[config.mk]
export PLATFORM = sky130hd
export DESIGN_NAME = divider32_iter
export DESIGN_NICKNAME = d
export VERILOG_FILES = /design/src/rtl/divider32_iter.sv
export SDC_FILE = /design/constraint.sdc
export NUM_CORES = 1
export LEC_CHECK = 0
export CAP_MARGIN = 15
export CORE_MARGIN = 3
export CORE_UTILIZATION = 49
export CTS_CLUSTER_SIZE = 12
export DETAILED_ROUTE_END_ITERATION = 7
export PLACE_DENSITY = 0.74
export SLEW_MARGIN = 10
export SYNTH_ARGS = -nofsm -noshare
export SYNTH_HDL_FRONTEND = slang
export SYNTH_SLANG_ARGS = --single-unit
[constraint.sdc]
create_clock -name clk -period 3.2 [get_ports clk]
set_input_delay 0.48 -clock clk [delete_from_list [all_inputs] [get_ports clk]]
set_output_delay 0.48 -clock clk [all_outputs]
set_load 0.1 [all_outputs]
[src/rtl/divider32_iter.sv]
// Iterative radix-2 restoring divider for DIV/DIVU.
// One quotient bit per cycle, sign fix-up, fixed 33-cycle latency.
module divider32_iter #(
  parameter int WIDTH = 32
) (
  input  logic             clk,
  input  logic             rst_n,
  input  logic             start,
  input  logic             is_signed,
  input  logic             cancel,
  input  logic [WIDTH-1:0] dividend,
  input  logic [WIDTH-1:0] divisor,
  output logic             busy,
  output logic             done,
  output logic [WIDTH-1:0] quotient,
  output logic [WIDTH-1:0] remainder
);

  localparam int CW = $clog2(WIDTH);

  typedef enum logic [1:0] {
    IDLE,
    CALC,
    FIX,
    DONE
  } state_t;

  state_t state;
  state_t state_nx;

  logic [CW-1:0]    count;
  logic [WIDTH:0]   part;
  logic [WIDTH-1:0] quo;
  logic [WIDTH-1:0] dvsr;
  logic [WIDTH-1:0] dvnd;
  logic             neg_q;
  logic             neg_r;
  logic             dz;

  logic             accept;
  logic             last;
  logic [WIDTH-1:0] a_mag;
  logic [WIDTH-1:0] b_mag;
  logic [WIDTH:0]   shifted;
  logic [WIDTH+1:0] diff;
  logic [WIDTH-1:0] rem_mag;

  assign accept  = (state == IDLE) && start && !cancel;
  assign last    = (count == CW'(WIDTH - 1));
  assign a_mag   = (is_signed && dividend[WIDTH-1]) ? -dividend : dividend;
  assign b_mag   = (is_signed && divisor[WIDTH-1]) ? -divisor : divisor;
  assign shifted = {part[WIDTH-1:0], quo[WIDTH-1]};
  assign diff    = {1'b0, shifted} - {2'b00, dvsr};
  assign rem_mag = part[WIDTH-1:0];

  // state register
  always_ff @(posedge clk or negedge rst_n) begin
    if (!rst_n) begin
      state <= IDLE;
    end else begin
      state <= state_nx;
    end
  end

  // next-state and status outputs
  always_comb begin
    state_nx = state;
    busy     = 1'b0;
    done     = 1'b0;
    unique case (state)
      IDLE: begin
        if (accept) state_nx = CALC;
      end
      CALC: begin
        busy = 1'b1;
        if (cancel)    state_nx = IDLE;
        else if (last) state_nx = FIX;
      end
      FIX: begin
        busy = 1'b1;
        if (cancel) state_nx = IDLE;
        else        state_nx = DONE;
      end
      DONE: begin
        busy     = 1'b1;
        done     = 1'b1;
        state_nx = IDLE;
      end
      default: state_nx = IDLE;
    endcase
  end

  // operand capture and shift/subtract iteration
  always_ff @(posedge clk or negedge rst_n) begin
    if (!rst_n) begin
      count <= '0;
      part  <= '0;
      quo   <= '0;
      dvsr  <= '0;
      dvnd  <= '0;
      neg_q <= 1'b0;
      neg_r <= 1'b0;
      dz    <= 1'b0;
    end else if (accept) begin
      count <= '0;
      part  <= '0;
      quo   <= a_mag;
      dvsr  <= b_mag;
      dvnd  <= dividend;
      neg_q <= is_signed && (dividend[WIDTH-1] ^ divisor[WIDTH-1]);
      neg_r <= is_signed && dividend[WIDTH-1];
      dz    <= (divisor == '0);
    end else if (state == CALC && !cancel) begin
      count <= count + CW'(1);
      if (!diff[WIDTH+1]) begin
        part <= diff[WIDTH:0];
        quo  <= {quo[WIDTH-2:0], 1'b1};
      end else begin
        part <= shifted;
        quo  <= {quo[WIDTH-2:0], 1'b0};
      end
    end
  end

  // result registers: written only on the FIX->DONE edge
  always_ff @(posedge clk or negedge rst_n) begin
    if (!rst_n) begin
      quotient  <= '0;
      remainder <= '0;
    end else if (state == FIX && !cancel) begin
      if (dz) begin
        quotient  <= '1;
        remainder <= dvnd;
      end else begin
        quotient  <= neg_q ? -quo : quo;
        remainder <= neg_r ? -rem_mag : rem_mag;
      end
    end
  end

endmodule

==> tab_implementation.tex, run 1 <==
\begin{tabular}{lr}
\hline
Metric & Value \\
\hline
\multicolumn{2}{l}{\textbf{Global routing}} \\
Wire length of the first global-routing pass & 54.9 mm \\
Met1 Resource Use GR & 0.335 \\
Number of antenna violations at the first check in global routing & 1 \\
Number of global-route vias before repair & 11,133 \\
Busiest metal layer after global routing & met2 \\
Overall Global Routing Usage & 0.245 \\
Maximum number of pins on one net before global-route repair & 87 \\
Met3 global-route usage & 0.0319 \\
Sum of overflow across all layers after global routing & 0 \\
Met2 global-route usage & 0.407 \\
\multicolumn{2}{l}{\textbf{Critical path}} \\
Reg-to-reg setup timing slack & about 83 ps \\
Worst r2r src & quo[16] \\
Crit start category & flop \\
Worst Path Required & 3570 ps \\
Worst Path Arrival & about 3500 ps \\
Setup crit end kind & flop \\
Category of the most critical setup path & flop to flop \\
Crit path max fanout & 4 \\
Depth of the worst register-to-register path & 8 \\
Crit Reg-Reg Endpoint & quotient[29] \\
\multicolumn{2}{l}{\textbf{Placed design}} \\
PortBufs & 134 \\
Cell count after placement & 2,018 \\
GP Congestion & approximately 0.94 \\
Hpwl dp & 25.2 mm \\
Setup slack after placement & -132 ps \\
Cell area after placement & between 0.01 and 0.015 sq mm \\
\multicolumn{2}{l}{\textbf{Logic synthesis}} \\
Cell taking the most area after synthesis & sky130\_fd\_sc\_hd\_\_dfrtp\_1 \\
Count of flip-flops with a built-in enable after synthesis & 0 \\
Share of async-settable or async-resettable flops after synthesis & 1.00 \\
Synthesized flop and latch total & 202 \\
Portion of synthesized cell area occupied by the leading cell type & 0.407 \\
Mean post-synth cell area & 8.05 sq um \\
Synthesized netlist net count & around 1,600 \\
Number of distinct library cell variants in the gate-level netlist after synthesis & 63 \\
Most common flop cell mapped by yosys & sky130\_fd\_sc\_hd\_\_dfrtp\_1 \\
Total of warnings raised by yosys & 0 \\
Post-synthesis cell area & 0.0124 sq mm \\
Number of instances in the synthesized netlist & 1,541 \\
Sequential cell area fraction in the yosys report & 0.407 \\
Main area contributors after synthesis & sky130\_fd\_sc\_hd\_\_dfrtp\_1, sky130\_fd\_sc\_hd\_\_nand2\_1, sky130\_fd\_sc\_hd\_\_xor2\_1, sky130\_fd\_sc\_hd\_\_o21ai\_0, sky130\_fd\_sc\_hd\_\_a21oi\_1 \\
\multicolumn{2}{l}{\textbf{Clock network}} \\
Number of buffers inserted by post-CTS setup repair & 0 \\
Cell at the root of the clock tree & sky130\_fd\_sc\_hd\_\_clkbuf\_16 \\
Clock transition at path regs & 60 ps \\
CTS sink count & 202 \\
Number of hold buffers added after cts & 0 \\
CTS tree & done \\
Quantity of gates resized following cts & 0 \\
Buffer levels on the longest clock path & 3 \\
Number of CTS-inserted buffers & 23 \\
Clk Latency, worst-skew pair & between 500 and 600 ps \\
Maximum level of the CTS H-tree & 1 \\
\multicolumn{2}{l}{\textbf{Cells and area}} \\
Post-route standard cell area excluding fillers & between 0.015 and 0.02 sq mm \\
Synthesis-to-finish area growth & 23.3\% \\
Net count of the finished layout & between 1,500 and 2,000 \\
Ratio of cells with drive above 1 in the final layout & 0.132 \\
Final cell count without fillers & 2,060 \\
\multicolumn{2}{l}{\textbf{Pwr}} \\
Largest voltage drop on the vdd net & 0.451 mV \\
Power per unit of standard cell area & 806 mW/mm\^{}2 \\
Switching power of the nets & 5.37 mW \\
Net Sw Frac & 0.435 \\
Pint & 6.97 mW \\
Total Power & 12.3 mW \\
Combinational group share of total power & 0.504 \\
Seq pwr share & 0.293 \\
Share of total power in the clock network & 0.203 \\
Static leakage & around 7 nW \\
\multicolumn{2}{l}{\textbf{STA}} \\
Transition time at the pin with the least slew margin & $\sim$960 ps \\
Highest clock rate & 321 MHz \\
Final Setup Violations & 0 \\
Worst clock skew on the final layout & 19.8 ps \\
Number of max-slew violations in the final report & 0 \\
Headroom to the max-slew limit & 0.357 \\
Setup WS post-layout & 82.7 ps \\
Endpoints failing hold & 0 \\
Minimum period implied by the final worst setup slack & 3120 ps \\
Total negative slack for setup checks & 0 ps \\
Portion of the clock cycle consumed by the worst path in the final layout & 0.974 \\
\multicolumn{2}{l}{\textbf{Route}} \\
Routed Wire Length & 33.8 mm \\
Number of remaining DRC errors & 0 \\
Routed Antenna Nets & 0 \\
Routed length per placed instance & 16.4 microns \\
Via count & 11,597 \\
Average via count per standard cell & 5.63 \\
Initial DRC Count & 838 \\
Number of detailed-route iterations in the first pass & 7 \\
\multicolumn{2}{l}{\textbf{Status}} \\
Result of the run & finished clean \\
\multicolumn{2}{l}{\textbf{Die}} \\
Cell Rows & 57 \\
Die Wd & 165 microns \\
Die height & 165 microns \\
Num ports & 135 \\
Die footprint & roughly 0.027 sq mm \\
CORE AREA & 0.0246 sq mm \\
Starting density of the core & 0.504 \\
\multicolumn{2}{l}{\textbf{Run}} \\
Number of max-cap violations & 0 \\
\multicolumn{2}{l}{\textbf{Min path}} \\
Class of the worst hold path & input pin to asynchronous set/reset pin \\
\hline
\end{tabular}
==> cells in the mapped netlist (3+ instances only) <==
library cell,instances
sky130_fd_sc_hd__o41ai_1,8
sky130_fd_sc_hd__o21bai_1,3
sky130_fd_sc_hd__a22o_1,4
sky130_fd_sc_hd__nor3_1,16
sky130_fd_sc_hd__o2111ai_1,3
sky130_fd_sc_hd__nor2_1,142
sky130_fd_sc_hd__nand2b_1,9
sky130_fd_sc_hd__a31oi_1,26
sky130_fd_sc_hd__nor3b_1,5
sky130_fd_sc_hd__o22ai_1,3
sky130_fd_sc_hd__a21oi_1,148
sky130_fd_sc_hd__a22oi_1,3
sky130_fd_sc_hd__buf_1,7
sky130_fd_sc_hd__ha_1,38
sky130_fd_sc_hd__nand2_1,312
sky130_fd_sc_hd__xnor2_1,49
sky130_fd_sc_hd__nand3_1,27
sky130_fd_sc_hd__a21o_1,12
sky130_fd_sc_hd__dfrtp_1,202
sky130_fd_sc_hd__clkbuf_1,75
sky130_fd_sc_hd__o31ai_1,27
sky130_fd_sc_hd__o211ai_1,7
sky130_fd_sc_hd__or2_2,6
sky130_fd_sc_hd__or3_1,12
sky130_fd_sc_hd__o21ai_0,150
sky130_fd_sc_hd__nand4_1,3
sky130_fd_sc_hd__and3_1,15
sky130_fd_sc_hd__and2_1,6
sky130_fd_sc_hd__nor4_1,17
sky130_fd_sc_hd__nor2b_1,5
sky130_fd_sc_hd__or4_1,9
sky130_fd_sc_hd__inv_1,48
sky130_fd_sc_hd__nand3b_1,4
sky130_fd_sc_hd__mux2i_1,6
sky130_fd_sc_hd__xor2_1,96
==> power groups by stage <==
stage | clock network (mW) | logic, mW | registers [mW]
2_1_floorplan | 0 | 3.64 | 4.18
3_3_place_gp | 0 | 5.99 | 3.61
3_5_place_dp | 0 | 6.10 | 3.64
4_1_cts | 2.53 | 6.13 | 3.59
5_1_grt | 2.65 | 6.88 | 3.68
6_report | 2.50 | 6.22 | 3.62
==> registers in the layout, indices dropped and copies added, names as in the netlist <==
signal and cells:
dvnd 32, dvsr 32, part 32, quo 32, quotient 32, remainder 32
count 5, state 2, dz 1, neg_q 1, neg_r 1
==> final cells by class <==
cell class	instances	area [sq um]
fill	2233	9300
multi-input combinational	1209	6930
sequential	202	5060
timing repair buffer	235	2030
clock buffer	31	626
tap	324	405
inverter	48	180
clock inverter	10	78.8
antenna	1	2.50
==> cell usage in the layout (no fill, tap or decap), drive strengths merged, types with 38 or more instances in the layout <==
| cell | Yosys | final |
|---|---|---|
| nor2 | 142 | 142 |
| dfrtp | 202 | 202 |
| nand2 | 312 | 312 |
| o21ai | 152 | 152 |
| buf | 7 | 166 |
| a21oi | 148 | 148 |
| inv | 48 | 49 |
| xor2 | 96 | 96 |
| ha | 38 | 38 |
| clkdlybuf4s50 | 0 | 68 |
| xnor2 | 49 | 49 |
==> cell families (layout without fill, tap and decap cells) <==
family / after synthesis / after routing / share of synthesized area
compound gates: 419 / 419 / 0.196
xor+xnor: 145 / 145 / 0.102
fa+ha+maj: 39 / 39 / 0.0399
buf+inv: 130 / 324 / 0.0393
flops: 202 / 202 / 0.407
mux: 7 / 7 / 0.00575
other cells: 0 / 1 / 0
simple gates: 599 / 599 / 0.210
==> how the worst max path moves through the flow <==
stage / start / endpoint / slack [ps] / cells past startpoint
floorplan: quo[31] / part[28] / 150 / 13
global placement: dividend[4] / quo[29] / -90 / 11
detailed placement: dividend[4] / quo[29] / -130 / 11
CTS: quo[16] / quotient[30] / 20 / 9
global route: quo[16] / quotient[30] / -2 / 9
finish: quo[16] / quotient[29] / 80 / 8
==> per-layer routing <==
metal | wire length [microns] | up-vias
met3 | 2030 | 63
met5 | 0 | -
met4 | 1050 | 0
met2 | 15700 | 375
met1 | 15000 | 5491
li1 | - | 5668
==> worst max-delay path, stage by stage, from the launching register on <==
cell                      delay, ps
sky130_fd_sc_hd__dfrtp_1        380
sky130_fd_sc_hd__or4_4          550
sky130_fd_sc_hd__or3_4          400
sky130_fd_sc_hd__or4_4          440
sky130_fd_sc_hd__or2_1          260
sky130_fd_sc_hd__or4_4          460
sky130_fd_sc_hd__o41ai_4        230
sky130_fd_sc_hd__xor2_1         170
sky130_fd_sc_hd__a21oi_1         80
==> stage by stage <==
stage	util	hold WS [ps]
5_1_grt	0.622	59.3
6_report	0.622	11.0
3_3_place_gp	0.592	457
2_1_floorplan	-	184
3_5_place_dp	0.592	464
4_1_cts	0.620	40.1
Note: power is estimated with default switching activity, not from simulation.
==> run 2, diff against run 1 <==
--- a/config.mk
+++ b/config.mk
@@ -5,10 +5,10 @@
 export SDC_FILE = /design/constraint.sdc
 export NUM_CORES = 1
 export LEC_CHECK = 0
+export ABC_CLOCK_PERIOD_IN_PS = 3200
 export CAP_MARGIN = 15
 export CORE_MARGIN = 3
 export CORE_UTILIZATION = 49
-export CTS_CLUSTER_SIZE = 12
 export DETAILED_ROUTE_END_ITERATION = 7
 export PLACE_DENSITY = 0.74
 export SLEW_MARGIN = 10
==> tab_implementation.tex, run 2 (synthesized netlist as in run 1, its figures left out) <==
\begin{tabular}{lr}
\hline
Metric & Value \\
\hline
\multicolumn{2}{l}{\textbf{Route}} \\
Routed Antenna Nets & 0 \\
Average via count per standard cell & 5.61 \\
Number of detailed-route iterations in the first pass & 5 \\
Initial DRC Count & 834 \\
Routed length per placed instance & 16.5 microns \\
Number of remaining DRC errors & 0 \\
Via count & $\sim$12,000 \\
Routed Wire Length & 33.9 mm \\
\multicolumn{2}{l}{\textbf{Clock network}} \\
Cell at the root of the clock tree & sky130\_fd\_sc\_hd\_\_clkbuf\_16 \\
Number of hold buffers added after cts & 0 \\
Clock transition at path regs & 60 ps \\
Clk Latency, worst-skew pair & 520 ps \\
Number of buffers inserted by post-CTS setup repair & 0 \\
Quantity of gates resized following cts & 0 \\
Maximum level of the CTS H-tree & 1 \\
CTS tree & done \\
Number of CTS-inserted buffers & 23 \\
Buffer levels on the longest clock path & 3 \\
CTS sink count & 202 \\
\multicolumn{2}{l}{\textbf{Cells and area}} \\
Most frequent cells in the layout & sky130\_fd\_sc\_hd\_\_nand2\_1, sky130\_fd\_sc\_hd\_\_dfrtp\_1, sky130\_fd\_sc\_hd\_\_buf\_4 \\
Final cell count without fillers & 2,059 \\
Ratio of cells with drive above 1 in the final layout & 0.133 \\
Synthesis-to-finish area growth & 24.2\% \\
FILL cells & 2,220 \\
Net count of the finished layout & between 1,500 and 2,000 \\
Commonest non-fill, non-tap cell in the layout & sky130\_fd\_sc\_hd\_\_nand2\_1 \\
\multicolumn{2}{l}{\textbf{Critical path}} \\
Category of the most critical setup path & flop to flop \\
Crit path max fanout & 4 \\
Worst Path Arrival & 3490 ps \\
Depth of the worst register-to-register path & 8 \\
Worst r2r src & quo[16] \\
Setup crit end kind & flop \\
Worst Path Required & 3580 ps \\
Crit Reg-Reg Endpoint & quotient[29] \\
Crit start category & flop \\
Reg-to-reg setup timing slack & 90 ps \\
Crit. Startpoint & quo[16] \\
\multicolumn{2}{l}{\textbf{STA}} \\
Portion of the clock cycle consumed by the worst path in the final layout & 0.973 \\
Headroom to the max-slew limit & 0.357 \\
Total negative slack for setup checks & 0 ps \\
Final Setup Violations & 0 \\
Minimum period implied by the final worst setup slack & 3110 ps \\
Highest clock rate & 321 MHz \\
Worst clock skew on the final layout & 17.4 ps \\
Endpoints failing hold & 0 \\
Number of max-slew violations in the final report & 0 \\
Transition time at the pin with the least slew margin & about 960 ps \\
Unrepaired setup endpoints after global routing & no \\
\multicolumn{2}{l}{\textbf{Run}} \\
Number of max-cap violations & 0 \\
\multicolumn{2}{l}{\textbf{Placed design}} \\
GP Congestion & 0.935 \\
Hpwl dp & 25.2 mm \\
Cell count after placement & 2,018 \\
PortBufs & 134 \\
\multicolumn{2}{l}{\textbf{Global routing}} \\
Overall Global Routing Usage & 0.247 \\
Maximum number of pins on one net before global-route repair & 87 \\
Wire length of the first global-routing pass & about 55 mm \\
Sum of overflow across all layers after global routing & 0 \\
Number of global-route vias before repair & 11,102 \\
Number of antenna violations at the first check in global routing & 1 \\
\multicolumn{2}{l}{\textbf{Die}} \\
Num ports & 135 \\
Die footprint & 0.0273 sq mm \\
Die Wd & between 150 and 200 microns \\
Cell Rows & 57 \\
Starting density of the core & 0.504 \\
Die height & 165 microns \\
CORE AREA & 0.0246 sq mm \\
\multicolumn{2}{l}{\textbf{Pwr}} \\
Static leakage & 7.05 nW \\
Largest voltage drop on the vdd net & 0.455 mV \\
Power per unit of standard cell area & 821 mW/mm\^{}2 \\
\multicolumn{2}{l}{\textbf{Status}} \\
Result of the run & finished clean \\
\multicolumn{2}{l}{\textbf{Min path}} \\
Class of the worst hold path & input pin to asynchronous set/reset pin \\
\hline
\end{tabular}
==> run 2: layout make-up <==
type | instances | area, sq um | share of cell area
diodes | 1 | 2.50 | 0.000162
clock buffers | 31 | 656 | 0.0425
clock inverters | 9 | 159 | 0.0103
inverters | 48 | 180 | 0.0117
multi-input cells | 1209 | 6930 | 0.450
flip-flops and latches | 202 | 5060 | 0.328
well taps | 324 | 405 | 0.0263
repair buffers | 235 | 2030 | 0.132
==> run 2: critical path: stages, from the launching register on <==
cell	delay, ps
sky130_fd_sc_hd__dfrtp_1	380
sky130_fd_sc_hd__or4_4	550
sky130_fd_sc_hd__or3_4	400
sky130_fd_sc_hd__or4_4	440
sky130_fd_sc_hd__or2_1	260
sky130_fd_sc_hd__or4_4	460
sky130_fd_sc_hd__o41ai_4	230
sky130_fd_sc_hd__xor2_1	170
sky130_fd_sc_hd__a21oi_1	80
==> run 2: report_power, final <==
group / total [mW] / leakage, nW / switching [mW] / internal (mW)
clock network: 2.83 / 0.385 / 1.08 / 1.76
registers: 3.62 / 2.47 / 0.549 / 3.07
logic: 6.21 / 4.19 / 3.77 / 2.45
total: 12.7 / 7.05 / 5.39 / 7.27
==> run 2: worst max path at each step <==
stage                     depth (start not counted)            to  slack [ps]
final                                             8  quotient[29]          90
after global routing                             13      part[24]          10
after CTS                                         9  quotient[30]          40
after detailed placement                         11       quo[29]        -130
after global placement                           11       quo[29]         -90
after floorplan                                  13      part[28]         150
==> run 2: through the flow <==
stage	util	hold WS [ps]	area (sq um)	power (mW)	setup slack (ps)
after floorplan	-	184	12400	7.82	150
after global placement	0.592	457	14600	9.61	-87.4
after detailed placement	0.592	464	14600	9.73	-132
after CTS	0.625	43.4	15400	12.6	38.1
after global routing	0.627	57.2	15400	13.5	12.0
final	0.627	7.26	15400	12.7	87.0
==> run 2: routing by layer <==
| metal | vias up | GRT usage | part of all wire |
|---|---|---|---|
| li1 | 5669 | - | - |
| met1 | 5453 | 0.339 | 0.45 |
| met2 | 351 | 0.409 | 0.47 |
| met3 | 70 | 0.0299 | 0.056 |
| met4 | 0 | 0.0797 | 0.033 |
| met5 | - | 0 | 0 |
==> run 3, diff against run 2 <==
--- a/config.mk
+++ b/config.mk
@@ -5,6 +5,7 @@
 export SDC_FILE = /design/constraint.sdc
 export NUM_CORES = 1
 export LEC_CHECK = 0
+export ABC_AREA = 0
 export ABC_CLOCK_PERIOD_IN_PS = 3200
 export CAP_MARGIN = 15
 export CORE_MARGIN = 3
==> constraint.sdc (replaced) <==
create_clock -name clk -period 3.2 [get_ports clk]
set_input_delay 0.48 -clock clk [delete_from_list [all_inputs] [get_ports clk]]
set_output_delay 0.48 -clock clk [all_outputs]
set_load 0.02 [all_outputs]
==> tab_implementation.tex, run 3 (synthesized netlist as in run 1, its figures left out) <==
\begin{tabular}{lr}
\hline
Metric & Value \\
\hline
\multicolumn{2}{l}{\textbf{Clock network}} \\
Number of buffers inserted by post-CTS setup repair & 0 \\
Cell at the root of the clock tree & sky130\_fd\_sc\_hd\_\_clkbuf\_16 \\
CTS tree & done \\
CTS sink count & 202 \\
Clk Latency, worst-skew pair & 510 ps \\
Number of CTS-inserted buffers & 22 \\
Clock transition at path regs & 60 ps \\
Buffer levels on the longest clock path & 3 \\
Maximum level of the CTS H-tree & 1 \\
\multicolumn{2}{l}{\textbf{Global routing}} \\
Wire length of the first global-routing pass & 54.8 mm \\
Maximum number of pins on one net before global-route repair & 92 \\
Number of antenna violations at the first check in global routing & 1 \\
Sum of overflow across all layers after global routing & 0 \\
Overall Global Routing Usage & 0.246 \\
Number of global-route vias before repair & roughly 11,000 \\
\multicolumn{2}{l}{\textbf{Die}} \\
Num ports & around 140 \\
Starting density of the core & 0.504 \\
Die footprint & roughly 0.027 sq mm \\
Die height & 165 microns \\
Cell Rows & 57 \\
CORE AREA & roughly 0.025 sq mm \\
Die Wd & 165 microns \\
\multicolumn{2}{l}{\textbf{Critical path}} \\
Crit. Startpoint & quo[16] \\
Worst Path Arrival & 3530 ps \\
Crit Reg-Reg Endpoint & quotient[29] \\
Worst r2r src & quo[16] \\
Worst Path Required & 3570 ps \\
Category of the most critical setup path & flop to flop \\
Setup crit end kind & flop \\
Reg-to-reg setup timing slack & 40 ps \\
Depth of the worst register-to-register path & 8 \\
Crit start category & flop \\
Crit path max fanout & 4 \\
\multicolumn{2}{l}{\textbf{STA}} \\
Transition time at the pin with the least slew margin & 882 ps \\
Portion of the clock cycle consumed by the worst path in the final layout & 0.987 \\
Number of max-slew violations in the final report & 0 \\
Headroom to the max-slew limit & 0.412 \\
Unrepaired setup endpoints after global routing & no \\
Final Setup Violations & 0 \\
Highest clock rate & 317 MHz \\
Minimum period implied by the final worst setup slack & 3160 ps \\
Worst clock skew on the final layout & 6.78 ps \\
Endpoints failing hold & 0 \\
Hold Slack & 466 ps \\
\multicolumn{2}{l}{\textbf{Cells and area}} \\
Ratio of cells with drive above 1 in the final layout & 0.0921 \\
Most frequent cells in the layout & sky130\_fd\_sc\_hd\_\_nand2\_1, sky130\_fd\_sc\_hd\_\_dfrtp\_1, sky130\_fd\_sc\_hd\_\_o21ai\_0 \\
Area occupied by multi-input gates & 0.00696 sq mm \\
Final cell count without fillers & 2,051 \\
Synthesis-to-finish area growth & 24.4\% \\
Commonest non-fill, non-tap cell in the layout & sky130\_fd\_sc\_hd\_\_nand2\_1 \\
FILL cells & 2,207 \\
Register area & 0.00506 sq mm \\
Net count of the finished layout & 1,821 \\
\multicolumn{2}{l}{\textbf{Route}} \\
Via count & 11,508 \\
Routed Antenna Nets & 0 \\
Routed Wire Length & 33.9 mm \\
Number of detailed-route iterations in the first pass & 5 \\
Number of remaining DRC errors & 0 \\
Average via count per standard cell & 5.61 \\
Initial DRC Count & 857 \\
Routed length per placed instance & 16.5 microns \\
\multicolumn{2}{l}{\textbf{Placed design}} \\
PortBufs & 134 \\
GP Congestion & a little over 0.9 \\
Cell count after placement & 2,012 \\
Hpwl dp & about 25 mm \\
\multicolumn{2}{l}{\textbf{Pwr}} \\
Largest voltage drop on the vdd net & between 0.3 and 0.4 mV \\
Static leakage & 6.93 nW \\
Power per unit of standard cell area & around 770 mW/mm\^{}2 \\
\multicolumn{2}{l}{\textbf{Min path}} \\
Terminating pin of the worst hold path & quotient[0] \\
Hold depth & 2 \\
Start point of the worst hold path & quotient[0] \\
Class of the worst hold path & flop to flop \\
\multicolumn{2}{l}{\textbf{Status}} \\
Result of the run & finished clean \\
\multicolumn{2}{l}{\textbf{Run}} \\
Number of max-cap violations & 0 \\
\hline
\end{tabular}
==> run 3: per-layer routing <==
layer / vias up / global-route usage / wire length (microns)
li1: 5670 / - / -
met1: 5436 / 0.334 / 15200
met2: 329 / 0.408 / 15800
met3: 73 / 0.0314 / 1870
met4: 0 / 0.0785 / 1060
met5: - / 0 / 0
==> run 3: how the worst max path moves through the flow <==
stage / end / depth (start not counted)
6_report: quotient[29] / 8
4_1_cts: part[28] / 13
3_5_place_dp: quo[29] / 11
3_3_place_gp: quo[29] / 11
2_1_floorplan: part[28] / 13
5_1_grt: part[24] / 13
==> run 3: stage by stage <==
stage / TNS, ps / power [mW] / setup WS [ps] / utilization / area (sq um)
2_1_floorplan: 0 / 7.27 / 150 / - / 12400
3_3_place_gp: -95.1 / 9.08 / -95.1 / 0.596 / 14700
3_5_place_dp: -248 / 9.22 / -120 / 0.596 / 14700
4_1_cts: 0 / 11.8 / 27.2 / 0.625 / 15400
5_1_grt: 0 / 12.8 / 7.23 / 0.628 / 15400
6_report: 0 / 11.9 / 42.7 / 0.628 / 15400
==> run 3: worst max-delay path, cell delays in order (launching register included) <==
cell and delay, ps:
sky130_fd_sc_hd__dfrtp_1 380, sky130_fd_sc_hd__or4_1 570, sky130_fd_sc_hd__or3_4 420, sky130_fd_sc_hd__or4_4 440, sky130_fd_sc_hd__or2_1 270, sky130_fd_sc_hd__or4_4 460
sky130_fd_sc_hd__o41ai_4 230, sky130_fd_sc_hd__xor2_1 170, sky130_fd_sc_hd__a21oi_1 80
==> run 3: power breakdown <==
part | leakage (nW) | internal, mW | total, mW | switching (mW)
logic | 4.10 | 2.51 | 5.72 | 3.21
registers | 2.47 | 3.07 | 3.65 | 0.584
clock network | 0.348 | 1.46 | 2.49 | 1.04
total | 6.93 | 7.04 | 11.9 | 4.82
==> run 3: layout make-up <==
cell class              count  share of cell area
multi-input cells        1209               0.451
well taps                 324              0.0263
repair buffers            230               0.139
clock buffers              30              0.0409
diodes                      1            0.000162
clock inverters             7             0.00413
flip-flops and latches    202               0.327
inverters                  48              0.0117
==> run 3: repair_timing <==
action / 4_1_cts / 5_1_grt
setup endpoints to repair: 0 / 15
endpoints found under the hold margin: 49 / 0
resized for setup: 0 / 12
hold buffers: 1 / 0
